==> src/rtl/fpga_ccff_io_harness.sv <==
// User-area harness: maps the mprj_io pads onto the fabric configuration chain (ccff) and
// scan chain (sc), and returns both chain tails on dedicated output pads.
module fpga_ccff_io_harness #(
  parameter int unsigned BITSTREAM_SIZE = 64,
  parameter int unsigned SC_LENGTH      = 32
) (
  input  logic                      prog_clk,
  input  logic                      prog_reset,
  input  logic [37:0]               io_in,
  output logic [37:0]               io_out,
  output logic [37:0]               io_oeb,
  output logic [BITSTREAM_SIZE-1:0] config_bits,
  output logic                      config_done,
  output logic                      fabric_reset,
  output logic                      fabric_test_en
);

  localparam int unsigned PadTestEn   = 0;
  localparam int unsigned PadIsolN    = 1;
  localparam int unsigned PadReset    = 2;
  localparam int unsigned PadPresetN  = 3;
  localparam int unsigned PadScTail   = 11;
  localparam int unsigned PadCcffHead = 12;
  localparam int unsigned PadScHead   = 26;
  localparam int unsigned PadCcffTail = 35;

  localparam int unsigned CntW = $clog2(BITSTREAM_SIZE + 1);
  localparam logic [CntW-1:0] CntMax = CntW'(BITSTREAM_SIZE);

  logic                      clr_p, clr_s;
  logic [BITSTREAM_SIZE-1:0] ccff_q, ccff_d;
  logic [SC_LENGTH-1:0]      scan_q, scan_d;
  logic [CntW-1:0]           cnt_q, cnt_d;
  logic                      done_q, done_d;
  logic                      ccff_tail, sc_tail;

  // LA select, op_clk, the prog_clk pad and the spare pads carry nothing for this block.
  logic unused_pads;
  assign unused_pads = ^{io_in[37:27], io_in[25], io_in[24:13], io_in[11:4]};

  assign clr_p = prog_reset | ~io_in[PadPresetN];
  assign clr_s = prog_reset | io_in[PadReset];

  always_comb begin
    ccff_d = ccff_q;
    cnt_d  = cnt_q;
    done_d = done_q;
    if (clr_p) begin
      ccff_d = '0;
      cnt_d  = '0;
      done_d = 1'b0;
    end else begin
      ccff_d = {ccff_q[BITSTREAM_SIZE-2:0], io_in[PadCcffHead]};
      if (cnt_q != CntMax) begin
        cnt_d = cnt_q + CntW'(1);
      end
      done_d = (cnt_d == CntMax);
    end
  end

  always_comb begin
    scan_d = scan_q;
    if (clr_s) begin
      scan_d = '0;
    end else if (io_in[PadTestEn]) begin
      scan_d = {scan_q[SC_LENGTH-2:0], io_in[PadScHead]};
    end
  end

  always_ff @(posedge prog_clk) begin
    if (prog_reset) begin
      ccff_q <= '0;
      scan_q <= '0;
      cnt_q  <= '0;
      done_q <= 1'b0;
    end else begin
      ccff_q <= ccff_d;
      scan_q <= scan_d;
      cnt_q  <= cnt_d;
      done_q <= done_d;
    end
  end

  assign ccff_tail = ccff_q[BITSTREAM_SIZE-1];
  // Isolation gates only the scan tail; the config tail must stay visible during programming.
  assign sc_tail   = scan_q[SC_LENGTH-1] & io_in[PadIsolN];

  always_comb begin
    io_out              = '0;
    io_out[PadCcffTail] = ccff_tail;
    io_out[PadScTail]   = sc_tail;
    io_oeb              = '1;
    io_oeb[PadCcffTail] = 1'b0;
    io_oeb[PadScTail]   = 1'b0;
  end

  assign config_bits    = ccff_q;
  assign config_done    = done_q;
  assign fabric_reset   = io_in[PadReset];
  assign fabric_test_en = io_in[PadTestEn];

endmodule

==> config.mk <==
export PLATFORM = sky130hd
export DESIGN_NAME = fpga_ccff_io_harness
export DESIGN_NICKNAME = d
export VERILOG_FILES = /design/src/rtl/fpga_ccff_io_harness.sv
export SDC_FILE = /design/constraint.sdc
export NUM_CORES = 1
export LEC_CHECK = 0
export CAP_MARGIN = 20
export CORE_MARGIN = 4
export CORE_UTILIZATION = 30
export CTS_BUF_LIST = sky130_fd_sc_hd__clkbuf_4 sky130_fd_sc_hd__clkbuf_8
export CTS_CLUSTER_SIZE = 28
export DETAILED_ROUTE_END_ITERATION = 7
export GPL_TIMING_DRIVEN = 0
export SKIP_CTS_REPAIR_TIMING = 1
export SLEW_MARGIN = 0
export SYNTH_ARGS = -nofsm -noshare
export SYNTH_HDL_FRONTEND = slang
export SYNTH_SLANG_ARGS = --single-unit
==> constraint.sdc <==
create_clock -name prog_clk -period 2.55 [get_ports prog_clk]
set_clock_uncertainty 0.2 [all_clocks]
set_input_delay 0.6375 -clock prog_clk [delete_from_list [all_inputs] [get_ports prog_clk]]
set_output_delay 0.6375 -clock prog_clk [all_outputs]
set_load 0.05 [all_outputs]
-- Word level (Yosys, flattened, before mapping)
Index checks and enable logic that the tools add are counted.
- bitwise gates (word level): 4
- reduce and logical (&&, ||, !) cells: 2
- equality and inequality tests: 2
- add/sub/neg operators: 1
- multiplexer cells: 2
- operators by type and width (kind ; count):
    2-to-1 mux 7 bit ; 2
    adder 7 x 1 -> 7 bit (second input constant) ; 1
    equality test 7 bit (second input constant) ; 1
    inequality test 7 bit (second input constant) ; 1
    OR reduction 2 bit ; 2
    OR 1 bit ; 2
    AND 1 bit ; 1
    inverter 1 bit ; 1
- register bits: 104
- bits of input ports: 40
- output and inout bits: 143

-- Depth between registers and ports, before layout
Gate-level depths: netlist of run 1.
- depth after elaboration: 4
- depth in mapped cells: 6
- depth with buffers taken out: 6

-- Worst setup path before layout of run 1
No wires, ideal clock.
- path type: reg-to-reg
- start: register cnt_q[0]
- end: register done_q (netlist: config_done)
- period minus slack after synthesis: 1.815 ns
- path buffers: 0
- arrival time: 1.499 ns
- data required time: 2.234 ns
- slack: 0.735 ns
- cell stages (with the launch flop): 7
- path through: dfxtp_1 > inv_1 > ha_1 > nand4bb_1 > nor3_1 > or4_1 > and4_1
- cells in the longest elaborated chain, start to end: 4
- elaborated cells on any way between the ends: 5
- ends and longest elaborated chain (item ; line ; RTL):
    start: declaration ; 33 ; logic [CntW-1:0] cnt_q, cnt_d;
    start signal: assignment ; 79 ; cnt_q <= cnt_d;
    adder 7 x 1 -> 7 bit / inequality test 7 bit (equally long branches) ; 55, 54 ;
    2-to-1 mux 7 bit (*) ; 54 ; if (cnt_q != CntMax) begin
    2-to-1 mux 7 bit (*) ; 48 ; if (clr_p) begin
    equality test 7 bit (*) ; 57 ; done_d = (cnt_d == CntMax);
    end signal: assignment ; 80 ; done_q <= done_d;
    end: declaration ; 34 ; logic done_q, done_d;
Every way passes the cells marked *; elsewhere a longest branch is shown, timed or not. The select of a mux whose other input is x is not followed.
A chain may end at the register's enable or synchronous reset.

-- Worst setup path in the final report of run 1
- start: input io_in[2]
- end: output fabric_reset
- RTL lines (item ; line ; RTL):
    start: declaration ; 9 ; input logic [37:0] io_in,
    end: declaration ; 14 ; output logic fabric_reset,
No word-level cell between the ends.

==> results.md, run 1 <==
- Run status: complete, no violations
- Final ANT Viol Nets: 0
- Fin crit share: 97.7%
- Setup violations, final: 0
- Die height: 121 µm
- Routed wire per std cell: 10.3 µm
- Post-Syn Area: 3830 µm²
- Multi-input gate area: 1360 µm²
- HP Class: register to register
- Clk_lat worst skew: 0.36 ns
- Clock Tree Buf Depth: 2
- DRC Markers: 0
- Reg2reg start: cnt_q[0]
- Final min period: 2.49 ns
- Worst vdd ir: 0.276 mV
- PwrDens: 571 nW/µm²
- # IOs: 183
- Largest net degree at the start of global routing: 18
- Setup WS post-layout: 0.0599 ns
- Count of input and output buffers: 75
- Worst Setup SP: io_in[2]
- Arr. time, crit path: 1.65 ns
- Least-Margin Pin Slew: 0.543 ns
- Area grow syn2layout: 37.0%
- Max Cap Viol: 0
- Register area share after synthesis: 54.3%
- Antenna violations before repair: 0
- Vias in the first global route: 2441
- Final WL: 7250 µm
- Worst-path clk slew: 0.11 ns
- Cells after synthesis: 366
- Cell taking the most area after synthesis: dfxtp_1
- Worst setup EP type: output pin
- Die W: 121 µm
- Final Wtd Congestion: 0.773
- TritonCTS clock tree: yes
- PnR Total Power: 0.00300 W
- Crit Path Class: input port to output pin
- Endpoints failing hold: 0
- Total GRT Usage: 10.2%
- GRT overflow: 0
- Fin nets: 566
- Clock sinks: 104
- Relative slew slack: 63.7%
- CTS H-tree depth: 3
- Sequential cell area: 2080 µm²
- Leakage: 2.31 nW
- Share of the synthesized area in the top cell type: 54.3%
- Critical Path RT: 1.71 ns
- Startpoint Class: input port
- Ranking of synthesized cells by area: dfxtp_1 54%, buf_4 15%, and2_1 11%
- DR vias: 2527
- Crit Path Max Fanout: 2
- Number of synthesized register bits: 104
- Fin. max-slew vios: 0
- Initial DRC Count: 47
- Unique masters post-synth: 29
- Cts bufs inserted: 9
- Fmax: 402 MHz
- Hold path start: config_bits[13]
- Vias/cell: 3.60
- Row count: 41
- Layout Utilization: 41.8%
- Core Area: 12600 µm²
- Synth Area per Inst: 10.5 µm²
- YS warnings: 0
- RSZ-0062 raised after global routing: false
- HPWL after DPL: 5450 µm
- Filler cells: 1254
- Layout cells sized above 1: 19.3%
- First-pass GRT wire length: 11900 µm
- Clk root buf: clkbuf_8
- Final Hold Slack: 0.250 ns
- Starting Density: 30.5%
- Pre-CTS setup slack: -0.378 ns
- Die area: 14700 µm²
- Diode count: 0
- DRT Pass-1 Iters: 4
## layout make-up
cell class	count	share of cell area [%]
clock buffers	11	2.76
inverters	2	0.143
well taps	172	4.10
clock inverters	5	0.738
plain buffers	94	12.4
repair buffers	75	14.3
flip-flops and latches	104	39.6
multi-input cells	238	26.0
## placed cells by master, fill, tap and decap left out, drive strengths merged, types with 2 or more instances in the layout
cell type      netlist  layout
clkinv               0       2
or2                  2       2
xnor2                3       3
nand3                4       4
mux2i               33      33
nor2                38      38
conb                 2      74
inv                  2       4
clkbuf              13      24
clkdlybuf4s50        0      73
xor2                 2       2
buf                 81      82
and2                66      66
nor3                 2       2
ha                   2       2
dfxtp              104     104
## final timing paths
kind	to	slack [ns]	depth (start not counted)
worst max register to register	config_done	0.62	6
worst max-delay path	fabric_reset	0.06	3
worst min-delay path	config_bits[14]	0.25	1
worst min register to register	config_bits[14]	0.25	1
## registers in the layout, summed over array words and instances (netlist names)
| name | cells |
|---|---|
| config_done | 1 |
| scan_q | 32 |
| cnt_q | 7 |
| config_bits | 64 |
## layer usage
metal  part of all wire [%]  global-route usage, %  wire length [µm]
met1                     40                   11.4              2910
met2                     41                   14.7              2950
met3                     17                   7.23              1260
met4                    1.8                   4.67               134
met5                      0                      0                 0
## power by group
group	internal (W)	switching, W	total (W)
Clock	0.000400	0.000550	0.000951
Sequential	0.00163	0.00000281	0.00163
Combinational	0.000114	0.000305	0.000418
## Yosys cell counts (all sizes together)
| cell type | number |
|---|---|
| dfxtp | 104 |
| buf | 81 |
| and2 | 66 |
| nor2 | 38 |
| mux2i | 33 |
| clkbuf | 13 |
| nand3 | 4 |
| xnor2 | 3 |
| conb | 2 |
| ha | 2 |
| inv | 2 |
| nor3 | 2 |
| or2 | 2 |
| xor2 | 2 |
| a21oi | 1 |
| and4 | 1 |
| nand2 | 1 |
| nand2b | 1 |
| nand3b | 1 |
| nand4bb | 1 |
| nor2b | 1 |
| nor3b | 1 |
| nor4b | 1 |
| o21ai | 1 |
| or3 | 1 |
| or4 | 1 |
## logic make-up after synthesis
kind of cell	share of synthesized area [%]
other	0.196
AO/OA/AOI/OAI	0.261
multiplexers	8.62
flip-flops	54.3
XOR/XNOR	1.14
buffers and inverters	17.2
AND/OR/NAND/NOR	17.7
adder cells (fa/ha/maj)	0.653
## metrics by stage
| stage | instance area, µm² | cells | TNS, ns |
|---|---|---|---|
| global route | 5250 | 701 | 0 |
| finish | 5250 | 701 | 0 |
| global placement | 5070 | 685 | -0.681 |
| floorplan | 4100 | 438 | 0 |
| CTS | 5250 | 701 | -0.699 |
| detailed placement | 5070 | 685 | -0.690 |
## critical path, cell delays in order
cell and delay (ns):
clkdlybuf4s50_1 0.49, buf_4 0.11, dlymetal6s2s_1 0.41
Note: power is estimated with default switching activity, not from simulation.
==> inputs of run 2 (changes only) <==
--- a/config.mk
+++ b/config.mk
@@ -6,12 +6,15 @@
 export NUM_CORES = 1
 export LEC_CHECK = 0
 export CAP_MARGIN = 20
+export CELL_PAD_IN_SITES_DETAIL_PLACEMENT = 1
+export CELL_PAD_IN_SITES_GLOBAL_PLACEMENT = 1
 export CORE_MARGIN = 4
 export CORE_UTILIZATION = 30
 export CTS_BUF_LIST = sky130_fd_sc_hd__clkbuf_4 sky130_fd_sc_hd__clkbuf_8
 export CTS_CLUSTER_SIZE = 28
 export DETAILED_ROUTE_END_ITERATION = 7
 export GPL_TIMING_DRIVEN = 0
+export PLACE_DENSITY_LB_ADDON = 0.1
 export SKIP_CTS_REPAIR_TIMING = 1
 export SLEW_MARGIN = 0
 export SYNTH_ARGS = -nofsm -noshare
==> run 2 against run 1 <==
  * Register-to-register slack got worse by 0.03 ns
  * Total power is 0.71% higher
  * Die area did not move
  * Critical path type unchanged
  * Critical endpoint unchanged
  * Largest power group unchanged
==> results.md, run 2 (synthesis gave the netlist of run 1 again) <==
- Initial DRC Count: 42 (-11%)
- Filler cells: 1472 (+17%)
- Vias in the first global route: 2648 (+8.5%)
- Clock sinks: 104 (unchanged)
- DRC Markers: 0 (unchanged)
- RSZ-0062 raised after global routing: false
- Worst Setup SP: io_in[2]
- Clock Tree Buf Depth: 2 (unchanged)
- Core Area: 12600 µm² (unchanged)
- Placed cell areas: 5070 µm² (unchanged)
- Crit Path Class: input port to output pin
- Fin. max-slew vios: 0 (unchanged)
- Relative slew slack: 61.1% (-2.6 points)
- Clk root buf: clkbuf_8
- Diode count: 0 (unchanged)
- Fin crit share: 96.5% (-1.1 points)
- Vias/cell: 3.67 (+1.8%)
- Worst hold path cell count: 1 (unchanged)
- Sequential cell area: 2080 µm² (unchanged)
- Endpoints failing hold: 0 (unchanged)
- GRT overflow: 0 (unchanged)
- Critical Path RT: 1.71 ns (about the same)
- Commonest non-fill, non-tap cell in the layout: dfxtp_1
- Reg2reg start: cnt_q[0]
- Setup tns final: 0 ns (unchanged)
- Commonest cells after routing, fill and taps aside: 104 x dfxtp_1, 79 x buf_4, 74 x conb_1
- Crit Path Max Fanout: 2 (unchanged)
- First-pass GRT wire length: 12900 µm (+8.8%)
- Fin nets: 566 (unchanged)
- Finished Cell Area: 5260 µm² (about the same)
- Count of input and output buffers: 75 (unchanged)
- Die height: 121 µm (unchanged)
- Setup violations, final: 0 (unchanged)
- CP Cell Sequence: clkdlybuf4s50_1 -> buf_4 -> dlymetal6s2s_1
- Worst setup EP type: output pin
- Final min period: 2.46 ns (-0.0283 ns)
- Hold path start: config_bits[27]
- Die area: 14700 µm² (unchanged)
- Clk_lat worst skew: 0.35 ns (about the same)
- Run status: complete, no violations
- Final Wtd Congestion: 0.655 (-15%)
- Crit-path slowest cell: clkdlybuf4s50_1
- CTS H-tree depth: 3 (unchanged)
- HPWL after DPL: 5930 µm (+8.8%)
- DRT Pass-1 Iters: 4 (unchanged)
- FF-to-FF path depth: 6 (unchanged)
- DR vias: 2569 (+1.7%)
- Max Cap Viol: 0 (unchanged)
- Worst-path clk slew: 0.09 ns (-0.02 ns)
- CP Buf/Inv Count: 3 (unchanged)
- Die W: 121 µm (unchanged)
- Largest net degree at the start of global routing: 16 (-2)
- Starting Density: 30.5% (unchanged)
- Final ANT Viol Nets: 0 (unchanged)
- Leakage: 2.31 nW (+0.22%)
- Total GRT Usage: 11.1% (+0.88 points)
- PwrDens: 574 nW/µm² (+0.67%)
- Cts bufs inserted: 9 (unchanged)
- Row count: 41 (unchanged)
- Area grow syn2layout: 37.1% (about the same)
- TritonCTS clock tree: yes
- R2R Setup Slk: 0.59 ns (-0.03 ns)
- Hold EP: config_bits[28]
- Layout cells sized above 1: 19.1% (-0.15 points)
- Multi-input gate area: 1360 µm² (unchanged)
- Final WL: 7920 µm (+9.2%)
- Cell family with most CP delay: buffers and inverters
- Least-Margin Pin Slew: 0.580 ns (+0.0365 ns)
- RR Endpoint: config_done
- Routed wire per std cell: 11.3 µm (+9.4%)
- Arr. time, crit path: 1.62 ns (-0.03 ns)
- Worst vdd ir: 0.288 mV (+4.5%)
- CP Depth: 3 (unchanged)
- Fmax: 406 MHz (+1.2%)
- HP Class: register to register
- # IOs: 183 (unchanged)
- Max reg flops: 64 (unchanged)
- Max incr delay on CP: 0.47 ns (-0.02 ns)
- Startpoint Class: input port
- Antenna violations before repair: 0 (unchanged)
- PnR Total Power: 0.00302 W (+0.71%)
[run 2: changes by cell type in the layout (fill, tap and decap cells not counted)]
| cell | delta |
|---|---|
| clkbuf_8 | +2 |
| inv_6 | -2 |
| clkinvlp_4 | -1 |
[run 2: stage by stage]
step	utilization [%]	setup WS, ns	std cells	hold slack [ns]
after detailed placement	40.3	-0.381	685	0.244
after floorplan	-	0.735	438	0.252
after global routing	41.8	0.0516	700	0.283
after global placement	40.3	-0.364	685	0.234
after CTS	41.8	-0.387	700	0.271
final	41.8	0.0883	700	0.263
[run 2: metal layers]
metal  wire (µm)  up-vias  track usage [%]
li1            -     1300                -
met1        3250     1179             12.7
met2        3630       82             17.1
met3         919        8             6.76
met4         110        0             3.61
met5           0        -                0
[run 2: worst max-delay path by stage]
stage                         to  slack (ns)
floorplan            config_done        0.73
finish              fabric_reset        0.09
global placement      io_out[11]       -0.36
global route        fabric_reset        0.05
CTS                   io_out[11]       -0.39
detailed placement    io_out[11]       -0.38
[run 2: cell type report]
cell class / count / area share [%]
sequential: 104 / 39.6
multi-input combinational: 238 / 25.9
timing repair buffer: 75 / 14.3
buffer: 94 / 12.4
tap: 172 / 4.09
clock buffer: 13 / 3.28
clock inverter: 2 / 0.262
inverter: 2 / 0.143
[run 2: power breakdown]
part	internal (W)	leakage, nW	total [W]	switching, W
Sequential	0.00163	0.838	0.00163	0.00000272
Combinational	0.000114	1.38	0.000421	0.000307
Clock	0.000442	0.0989	0.000970	0.000527
Total	0.00218	2.31	0.00302	0.000837
